### config.mk
export PLATFORM = sky130hd
export DESIGN_NAME = alu_issue_seq
export DESIGN_NICKNAME = d
export VERILOG_FILES = /design/src/rtl/alu_pkg.sv /design/src/rtl/alu_cmd_fifo.sv /design/src/rtl/alu_issue_seq.sv
export SDC_FILE = /design/constraint.sdc
export NUM_CORES = 1
export LEC_CHECK = 0
export ABC_AREA = 1
export CAP_MARGIN = 20
export CORE_MARGIN = 2
export CORE_UTILIZATION = 40
export CTS_CLUSTER_SIZE = 16
export DETAILED_ROUTE_END_ITERATION = 8
export HOLD_SLACK_MARGIN = 0.06
export PLACE_DENSITY_LB_ADDON = 0.12
export SLEW_MARGIN = 30
export SYNTH_ARGS = -nofsm -noshare
export SYNTH_HDL_FRONTEND = slang
export SYNTH_SLANG_ARGS = --single-unit
### constraint.sdc
create_clock -name clk -period 3.05 [get_ports clk]
set_input_delay 0.4575 -clock clk [delete_from_list [all_inputs] [get_ports clk]]
set_output_delay 0.4575 -clock clk [all_outputs]
set_load 0.03 [all_outputs]
### src/rtl/alu_pkg.sv
// Shared opcode encodings, command record and opcode classification helpers
// for the 4-bit ALU issue path.
package alu_pkg;

   localparam logic [3:0] OP_PASS = 4'b0000;
   localparam logic [3:0] OP_AND  = 4'b0001;
   localparam logic [3:0] OP_OR   = 4'b0010;
   localparam logic [3:0] OP_ADD  = 4'b0011;
   localparam logic [3:0] OP_ADC  = 4'b0100;
   localparam logic [3:0] OP_SUB  = 4'b0101;
   localparam logic [3:0] OP_SBB  = 4'b0110;
   localparam logic [3:0] OP_XOR  = 4'b0111;
   localparam logic [3:0] OP_NOT  = 4'b1000;
   localparam logic [3:0] OP_SHL  = 4'b1001;
   localparam logic [3:0] OP_SHR  = 4'b1010;
   localparam logic [3:0] OP_INC  = 4'b1011;
   localparam logic [3:0] OP_DEC  = 4'b1100;
   localparam logic [3:0] OP_CMP  = 4'b1101;

   typedef struct packed {
      logic [3:0] a;
      logic [3:0] b;
      logic [3:0] ctl;
   } cmd_t;

   // 1110 and 1111 are the only unassigned encodings
   function automatic logic is_legal(input logic [3:0] ctl);
      return !(ctl[3] && ctl[2] && ctl[1]);
   endfunction

   function automatic logic uses_carry(input logic [3:0] ctl);
      return (ctl == OP_ADC) || (ctl == OP_SBB);
   endfunction

endpackage

### src/rtl/alu_cmd_fifo.sv
// Power-of-two synchronous command FIFO with occupancy count. The head entry
// is visible combinationally so the issue logic can inspect it before popping.
module alu_cmd_fifo
   import alu_pkg::*;
#(
   parameter int DEPTH = 4
)
(
   input  logic                     clk,
   input  logic                     reset,
   input  logic                     push,
   input  logic                     pop,
   input  cmd_t                     wdata,
   output cmd_t                     rdata,
   output logic [$clog2(DEPTH):0]   count,
   output logic                     full,
   output logic                     empty
);

   localparam int PW = $clog2(DEPTH);
   localparam int CW = PW + 1;

   cmd_t            mem [DEPTH];
   logic [PW-1:0]   wr_ptr_reg;
   logic [PW-1:0]   rd_ptr_reg;
   logic [CW-1:0]   count_reg;
   logic            wr_en;
   logic            rd_en;

   assign full  = (count_reg == CW'(DEPTH));
   assign empty = (count_reg == '0);
   assign wr_en = push && !full;
   assign rd_en = pop && !empty;
   assign rdata = mem[rd_ptr_reg];
   assign count = count_reg;

   always_ff @(posedge clk) begin
      if (wr_en) begin
         mem[wr_ptr_reg] <= wdata;
      end
   end

   // Pointers are exactly log2(DEPTH) wide, so they wrap on their own
   always_ff @(posedge clk) begin
      if (reset) begin
         wr_ptr_reg <= '0;
         rd_ptr_reg <= '0;
         count_reg  <= '0;
      end else begin
         if (wr_en) begin
            wr_ptr_reg <= wr_ptr_reg + PW'(1);
         end
         if (rd_en) begin
            rd_ptr_reg <= rd_ptr_reg + PW'(1);
         end
         case ({wr_en, rd_en})
            2'b10:   count_reg <= count_reg + CW'(1);
            2'b01:   count_reg <= count_reg - CW'(1);
            default: count_reg <= count_reg;
         endcase
      end
   end

endmodule

### src/rtl/alu_issue_seq.sv
// Issue stage for the 4-bit ALU: buffers commands, issues one per cycle and
// owns the carry flag. Macro ALU_ISSUE_CARRY_BYPASS_EN forwards the ALU carry.
module alu_issue_seq
   import alu_pkg::*;
#(
   parameter int FIFO_DEPTH = 4,
   parameter int ERR_W      = 8
)
(
   input  logic                          clk,
   input  logic                          reset,
   input  logic                          cmd_valid,
   output logic                          cmd_ready,
   input  logic [3:0]                    cmd_a,
   input  logic [3:0]                    cmd_b,
   input  logic [3:0]                    cmd_ctl,
   input  logic                          clr_carry,
   output logic                          alu_valid_in,
   output logic [3:0]                    alu_a,
   output logic [3:0]                    alu_b,
   output logic [3:0]                    alu_ctl,
   output logic                          alu_cin,
   input  logic                          alu_valid_out,
   input  logic                          alu_carry,
   output logic                          carry_flag,
   output logic [$clog2(FIFO_DEPTH):0]   fifo_count,
   output logic [ERR_W-1:0]              err_cnt,
   output logic                          busy
);

   cmd_t             in_cmd;
   cmd_t             head_cmd;
   cmd_t             issue_reg;
   logic             fifo_full;
   logic             fifo_empty;
   logic             accept;
   logic             push;
   logic             pop;
   logic             carry_ok;
   logic             valid_reg;
   logic             pending_reg;
   logic             carry_flag_reg;
   logic [ERR_W-1:0] err_cnt_reg;

   assign in_cmd    = '{a: cmd_a, b: cmd_b, ctl: cmd_ctl};
   assign cmd_ready = !reset && !fifo_full;
   assign accept    = cmd_valid && cmd_ready;
   assign push      = accept && is_legal(cmd_ctl);

   alu_cmd_fifo #(
      .DEPTH (FIFO_DEPTH)
   ) u_fifo (
      .clk   (clk),
      .reset (reset),
      .push  (push),
      .pop   (pop),
      .wdata (in_cmd),
      .rdata (head_cmd),
      .count (fifo_count),
      .full  (fifo_full),
      .empty (fifo_empty)
   );

`ifdef ALU_ISSUE_CARRY_BYPASS_EN
   // The forwarded carry covers the response cycle, so only the op in the
   // issue register has to drain before a carry consumer may follow.
   assign carry_ok = !valid_reg;
   assign alu_cin  = (alu_valid_out && pending_reg && !clr_carry) ? alu_carry : carry_flag_reg;
`else
   assign carry_ok = !valid_reg && !pending_reg;
   assign alu_cin  = carry_flag_reg;
`endif

   assign pop = !fifo_empty && (!uses_carry(head_cmd.ctl) || carry_ok);

   always_ff @(posedge clk) begin
      if (reset) begin
         valid_reg   <= 1'b0;
         issue_reg   <= '0;
         pending_reg <= 1'b0;
      end else begin
         valid_reg   <= pop;
         pending_reg <= valid_reg;
         if (pop) begin
            issue_reg <= head_cmd;
         end
      end
   end

   // A response only counts when this stage is expecting one
   always_ff @(posedge clk) begin
      if (reset || clr_carry) begin
         carry_flag_reg <= 1'b0;
      end else if (alu_valid_out && pending_reg) begin
         carry_flag_reg <= alu_carry;
      end
   end

   always_ff @(posedge clk) begin
      if (reset) begin
         err_cnt_reg <= '0;
      end else if (accept && !is_legal(cmd_ctl) && (err_cnt_reg != '1)) begin
         err_cnt_reg <= err_cnt_reg + ERR_W'(1);
      end
   end

   assign alu_valid_in = valid_reg;
   assign alu_a        = issue_reg.a;
   assign alu_b        = issue_reg.b;
   assign alu_ctl      = issue_reg.ctl;
   assign carry_flag   = carry_flag_reg;
   assign err_cnt      = err_cnt_reg;
   assign busy         = !fifo_empty || valid_reg || pending_reg;

endmodule

* Word level (Yosys, flattened, before mapping)
Memory sizes are Yosys's and may differ from the RTL's. A register that Yosys moved wholly into a read port is not among the register bits.
Cells that the tools add are included.
** Storage, ports and cells
- Register bits :: 30
- Bits of input ports :: 18
- Word-level logic and storage cells :: 53
- Memories :: 1
- RAM bits :: 48
- Output and inout bits :: 28
** Operators by class
- Mux-type cells :: 5
- Equal/unequal tests :: 6
- Add/sub/neg operators :: 5
- Reductions and logical operators :: 26
** Memory list
- u_fifo.mem :: words 4, width 12, read ports 1, clocked after memory_dff 1, write ports 1, RTL line alu_cmd_fifo.sv:23 : cmd_t mem [DEPTH];
** Operator list (count)
- logical AND 1 bit :: 12
- adder 8 x 1 -> 8 bit (second input constant) :: 1
- == test 4 x 3 -> 1 bit (second input constant) :: 2
- != test 8 bit (second input constant) :: 1
- logical NOT 1 bit :: 7
- one-hot mux 3 bit (2 select lines) :: 1
- logical OR 1 bit :: 5
- adder 2 x 1 -> 2 bit (second input constant) :: 2
- two-way mux 2 bit :: 2
- adder 3 x 1 -> 3 bit (second input constant) :: 1
- == test 3 bit (second input constant) :: 1
- logical NOT 3 bit :: 1
- subtractor 3 x 1 -> 3 bit (second input constant) :: 1
- == test 2 x 1 -> 1 bit (second input constant) :: 1
- == test 2 bit (second input constant) :: 1
- two-way mux 1 bit :: 2
- nonzero test 2 bit :: 1

* Longest topological paths before layout
- Depth after elaboration :: 8
- Depth in mapped cells :: 18
- Depth with buffers taken out :: 15

* By module
Synthesis repeated with hierarchy kept, for this count alone.
** Unflattened totals
- Cell total of the unflattened synthesis :: 330
- Area, all modules :: 3369.5 µm²
** By module, submodules not included
- alu_cmd_fifo :: area an instance 2285.9 µm², times used 1, cells an instance 186, seq. area each 1621.6 µm²
- alu_issue_seq :: area an instance 1083.5 µm², times used 1, cells an instance 144, seq. area each 460.4 µm²

* Worst setup path after synthesis
OpenSTA, ideal clock, no wires.
- Kind :: register to register
- From :: reg u_fifo.count_reg[1] (netlist: u_fifo.count[1])
- To :: reg u_fifo.count_reg[1] (netlist: u_fifo.count[1])
- Stages on the path, launching flop included :: 10
- Setup time :: 65 ps
- Required time :: 2985 ps
- Clock period less this slack :: 2702 ps
- Arrival :: 2637 ps
- Slack :: 348 ps
- Cell sequence :: dfxtp_1 inv_1 a31oi_1 nand3_1 ha_1 inv_1 fa_1 nor2_1 a21oi_1 nor2_1
** On the way
- Longest elaborated chain between the ends :: 8
** Ends and longest elaborated chain
- start, declared :: RTL line alu_cmd_fifo.sv:26 : logic [CW-1:0] count_reg;
- start signal, assigned :: RTL line alu_cmd_fifo.sv:57 : 2'b10: count_reg <= count_reg + CW'(1);
- start signal, assigned :: RTL line alu_cmd_fifo.sv:58 : 2'b01: count_reg <= count_reg - CW'(1);
- start signal, assigned :: RTL line alu_cmd_fifo.sv:59 : default: count_reg <= count_reg;
- == test 3 bit (*) :: RTL line alu_cmd_fifo.sv:30 : assign full = (count_reg == CW'(DEPTH));
- logical NOT 1 bit (*) :: RTL line alu_issue_seq.sv:46 : assign cmd_ready = !reset && !fifo_full;
- logical AND 1 bit (*) :: RTL line alu_issue_seq.sv:46
- net cmd_ready :: RTL line alu_issue_seq.sv:13 : output logic cmd_ready,
- logical AND 1 bit (*) :: RTL line alu_issue_seq.sv:47 : assign accept = cmd_valid && cmd_ready;
- logical AND 1 bit (*) :: RTL line alu_issue_seq.sv:48 : assign push = accept && is_legal(cmd_ctl);
- logical AND 1 bit (*) :: RTL line alu_cmd_fifo.sv:32 : assign wr_en = push && !full;
- == test 2 x 1 -> 1 bit or == test 2 bit (tied branches) :: RTL line alu_cmd_fifo.sv:56 : case ({wr_en, rd_en})
- one-hot mux 3 bit (2 select lines) or nonzero test 2 bit (tied branches)
The timed path passes the listed nets; every way through them passes the cells marked *.
A chain may end at the register's enable or synchronous reset.

==> results.py <==
metrics = {
    "floorplanning": {
        "coreArea_mm2": 0.008217,
        "fp-row-count": 33,
        "die_w_um": 95.99,
        "fp.dieH_um": 95.99,
        "dieArea_mm2": 0.009213,
        "ios": 46,
        "start_util_pct": 41.19,
    },
    "pwr": {
        "seq_power_share_pct": 38.6,
        "powerDensity_mw_per_mm2": 863.6,
        "clkPwrFrac_pct": 25.2,
        "p_int_w": 0.002260,
        "p_sw_w": 0.001329,
        "total_power_w": 0.003589,
        "ir_worst_vdd_uv": 340.6,
        "p_sw_share_pct": 37.04,
        "p_leak_nw": 1.575,
        "combPwrFrac_pct": 36.3,
    },
    "clocking": {
        "clk_path_buf_depth": 2,
        "cts_sinks": 80,
        "postCtsSetupBuffers": 0,
        "cts_resized": 0,
        "clk_latency_ns": 0.36,
        "cts_tree": "built",
        "cts-hold-fix-buffers": 0,
        "cts.reportedPaths.clkPinSlew_ns": 0.09,
        "htree_levels": 3,
        "cts_made_buffers": 9,
        "root_buffer": "clkbuf_8",
    },
    "synth": {
        "synth.distinct_cells": 30,
        "yosys.area_share.simple_pct": 19.74,
        "synth_area_per_cell_um2": 10.29,
        "ys_seq_area_share_pct": 61.52,
        "yosys.area_share.xor_xnor_pct": 1.553,
        "ys_ff_latch": 80,
        "synth_top_family_by_area": "simple AND/OR/NAND/NOR gates",
        "syn_nets": 354,
        "postSynthCellCount": 329,
        "synth.mux.area_fraction_pct": 0,
        "synth_compound_area_share_pct": 7.763,
        "synth_warnings": 0,
        "syn_area_mm2": 0.003384,
        "synthAdderAreaFrac_pct": 2.810,
    },
    "layout": {
        "antennaDiodeCount": 0,
        "largest_reg_flops": 48,
        "drive_gt1_share_pct": 11.95,
        "syn_to_final_growth_pct": 22.81,
        "final_util_pct": 50.59,
        "fill_cells": 748,
        "fin_nets": 405,
        "finalInstanceArea_mm2": 0.004156,
    },
    "sta": {
        "fin_skew_ns": 0.01028,
        "setup_violations": 0,
        "slew_viol_final": 0,
        "slew_headroom_pct": 72.72,
        "worstMarginPinSlew_ns": 0.4088,
        "tns_ns": 0,
        "max_freq_mhz": 373.8,
        "hold_viol": 0,
        "period_needed_ns": 2.675,
        "setup_ws_ns": 0.3746,
        "period_share_pct": 87.72,
        "rsz0062_at_grt": "no",
    },
    "global_route": {
        "grt_pass1_wl_mm": 10.41,
        "overflow": 0,
        "grt_pass1_vias": 2096,
        "track_usage_pct": 15.24,
        "grt_max_degree": 25,
        "antenna_found_initial": 0,
    },
    "setup_path": {
        "start_kind": "flop",
        "critPathBufInv": 3,
        "cp_cell_sequence": "inv_6, nand2_1, nand3_1, nand2_1, nor2_1, nand2_4, nand2_4, inv_4, ha_1, inv_1, fa_1, a21oi_1, o21ai_0, o21ai_0, a21oi_1",
        "cp_slowest_stage_delay_ns": 0.57,
        "worstPathRequired_ns": 3.30,
        "worstPathArrival_ns": 2.93,
        "criticalPathCategory": "reg2reg",
        "cpLargestDelayFamily": "flip-flops",
        "worst-path-max-fanout": 24,
        "crit_slowest_cell": "dfxtp_1",
        "endpoint_kind": "flop",
    },
    "status": {
        "status": "finished clean",
    },
    "placed_design": {
        "dp_hpwl_mm": 4.400,
        "dpl_cell_area_mm2": 0.003926,
        "io_buffer_count": 45,
        "gp_congestion": 0.7678,
        "pre_cts_ws_ns": 0.4029,
    },
    "detailed_routing": {
        "via_per_inst": 4.696,
        "drt_pass1_iterations": 4,
        "drtAntennaViolNets": 0,
        "avgRoutedWirePerCell_um": 13.20,
        "wl_mm": 6.467,
        "vias": 2301,
        "drcViolationCount": 0,
        "first_iter_violations": 100,
    },
    "hold_path": {
        "hp-class": "reg2reg",
    },
    "run": {
        "maxCapViolations": 0,
    },
}
## per-stage QoR
step	instances	hold WS, ns
2_1_floorplan	329	0.4654
3_3_place_gp	474	0.4241
3_5_place_dp	474	0.4266
4_1_cts	490	0.4385
5_1_grt	490	0.4714
6_report	490	0.4376
## kinds of logic (layout without fill, tap and decap cells)
logic type / Yosys count / after routing
xor gates and xnor gates: 6 / 6
DFF: 80 / 80
adders and majority gates: 7 / 7
buffers and inverters: 43 / 99
AOI/OAI and AO/OA: 50 / 50
and+or+nand+nor: 143 / 143
## worst register-to-register path, delay by kind of cell (launching register included)
| family | cells | cell delay (ns) |
|---|---|---|
| AOI/OAI and AO/OA | 4 | 0.46 |
| adders and majority gates | 2 | 0.55 |
| DFF | 1 | 0.57 |
| and+or+nand+nor | 6 | 0.57 |
| buffers and inverters | 3 | 0.41 |
## power by group through the flow
stage	clock, W	combinational (W)	sequential [W]
floorplan	0	0.000856	0.00154
global placement	0	0.00130	0.00141
detailed placement	0	0.00131	0.00141
CTS	0.000928	0.00132	0.00139
global route	0.000977	0.00145	0.00140
finish	0.000903	0.00130	0.00138
## cells in the mapped netlist (all sizes together)
cell type | n | area, um2
o22ai | 9 | 56.30
clkbuf | 4 | 15.01
o21ai | 25 | 125.1
a21oi | 15 | 75.07
nor3 | 3 | 15.01
inv | 29 | 116.4
a31oi | 1 | 6.260
nor4 | 1 | 6.260
xnor2 | 2 | 17.52
buf | 10 | 92.59
nor2 | 63 | 274.0
xor2 | 4 | 35.03
nand3b | 9 | 67.56
nand2 | 52 | 225.2
dfxtp | 32 | 640.6
fa | 1 | 20.02
ha | 6 | 75.07
nand3 | 15 | 80.08
edfxtp | 48 | 1441
## worst paths after layout
kind,startpoint,slack (ns),to,cells after the start
max,flop,0.37,u_fifo.count[2],15
min,alu_valid_in,0.44,pending_reg,2
max reg2reg,flop,0.37,u_fifo.count[2],15
min reg2reg,alu_valid_in,0.44,pending_reg,2
## per-layer routing
metal | global-route usage, % | wire (um) | up-vias
met3 | 3.837 | 301 | 11
met4 | 7.500 | 133 | 0
met5 | 0 | 0 | -
met2 | 23.03 | 2888 | 50
met1 | 20.38 | 3143 | 1041
li1 | - | - | 1199
## placed cells by master, fill, tap and decap left out, types with 14 or more instances in the layout
master            n
o21ai_0          25
edfxtp_1         48
a21oi_1          15
nand3_1          14
nand2_1          46
inv_1            26
nor2_1           52
dfxtp_1          32
clkdlybuf4s50_1  45
## area by class of cell
type / instances / area, um2 / area share, %
clock buffer: 9 / 123.9 / 2.980
clock inverter: 7 / 106.4 / 2.559
inverter: 29 / 116.4 / 2.800
multi-input combinational: 206 / 1079 / 25.95
sequential: 80 / 2082 / 50.09
tap: 105 / 131.4 / 3.161
timing repair buffer: 54 / 518.0 / 12.46
Note: power is estimated with default switching activity, not from simulation.
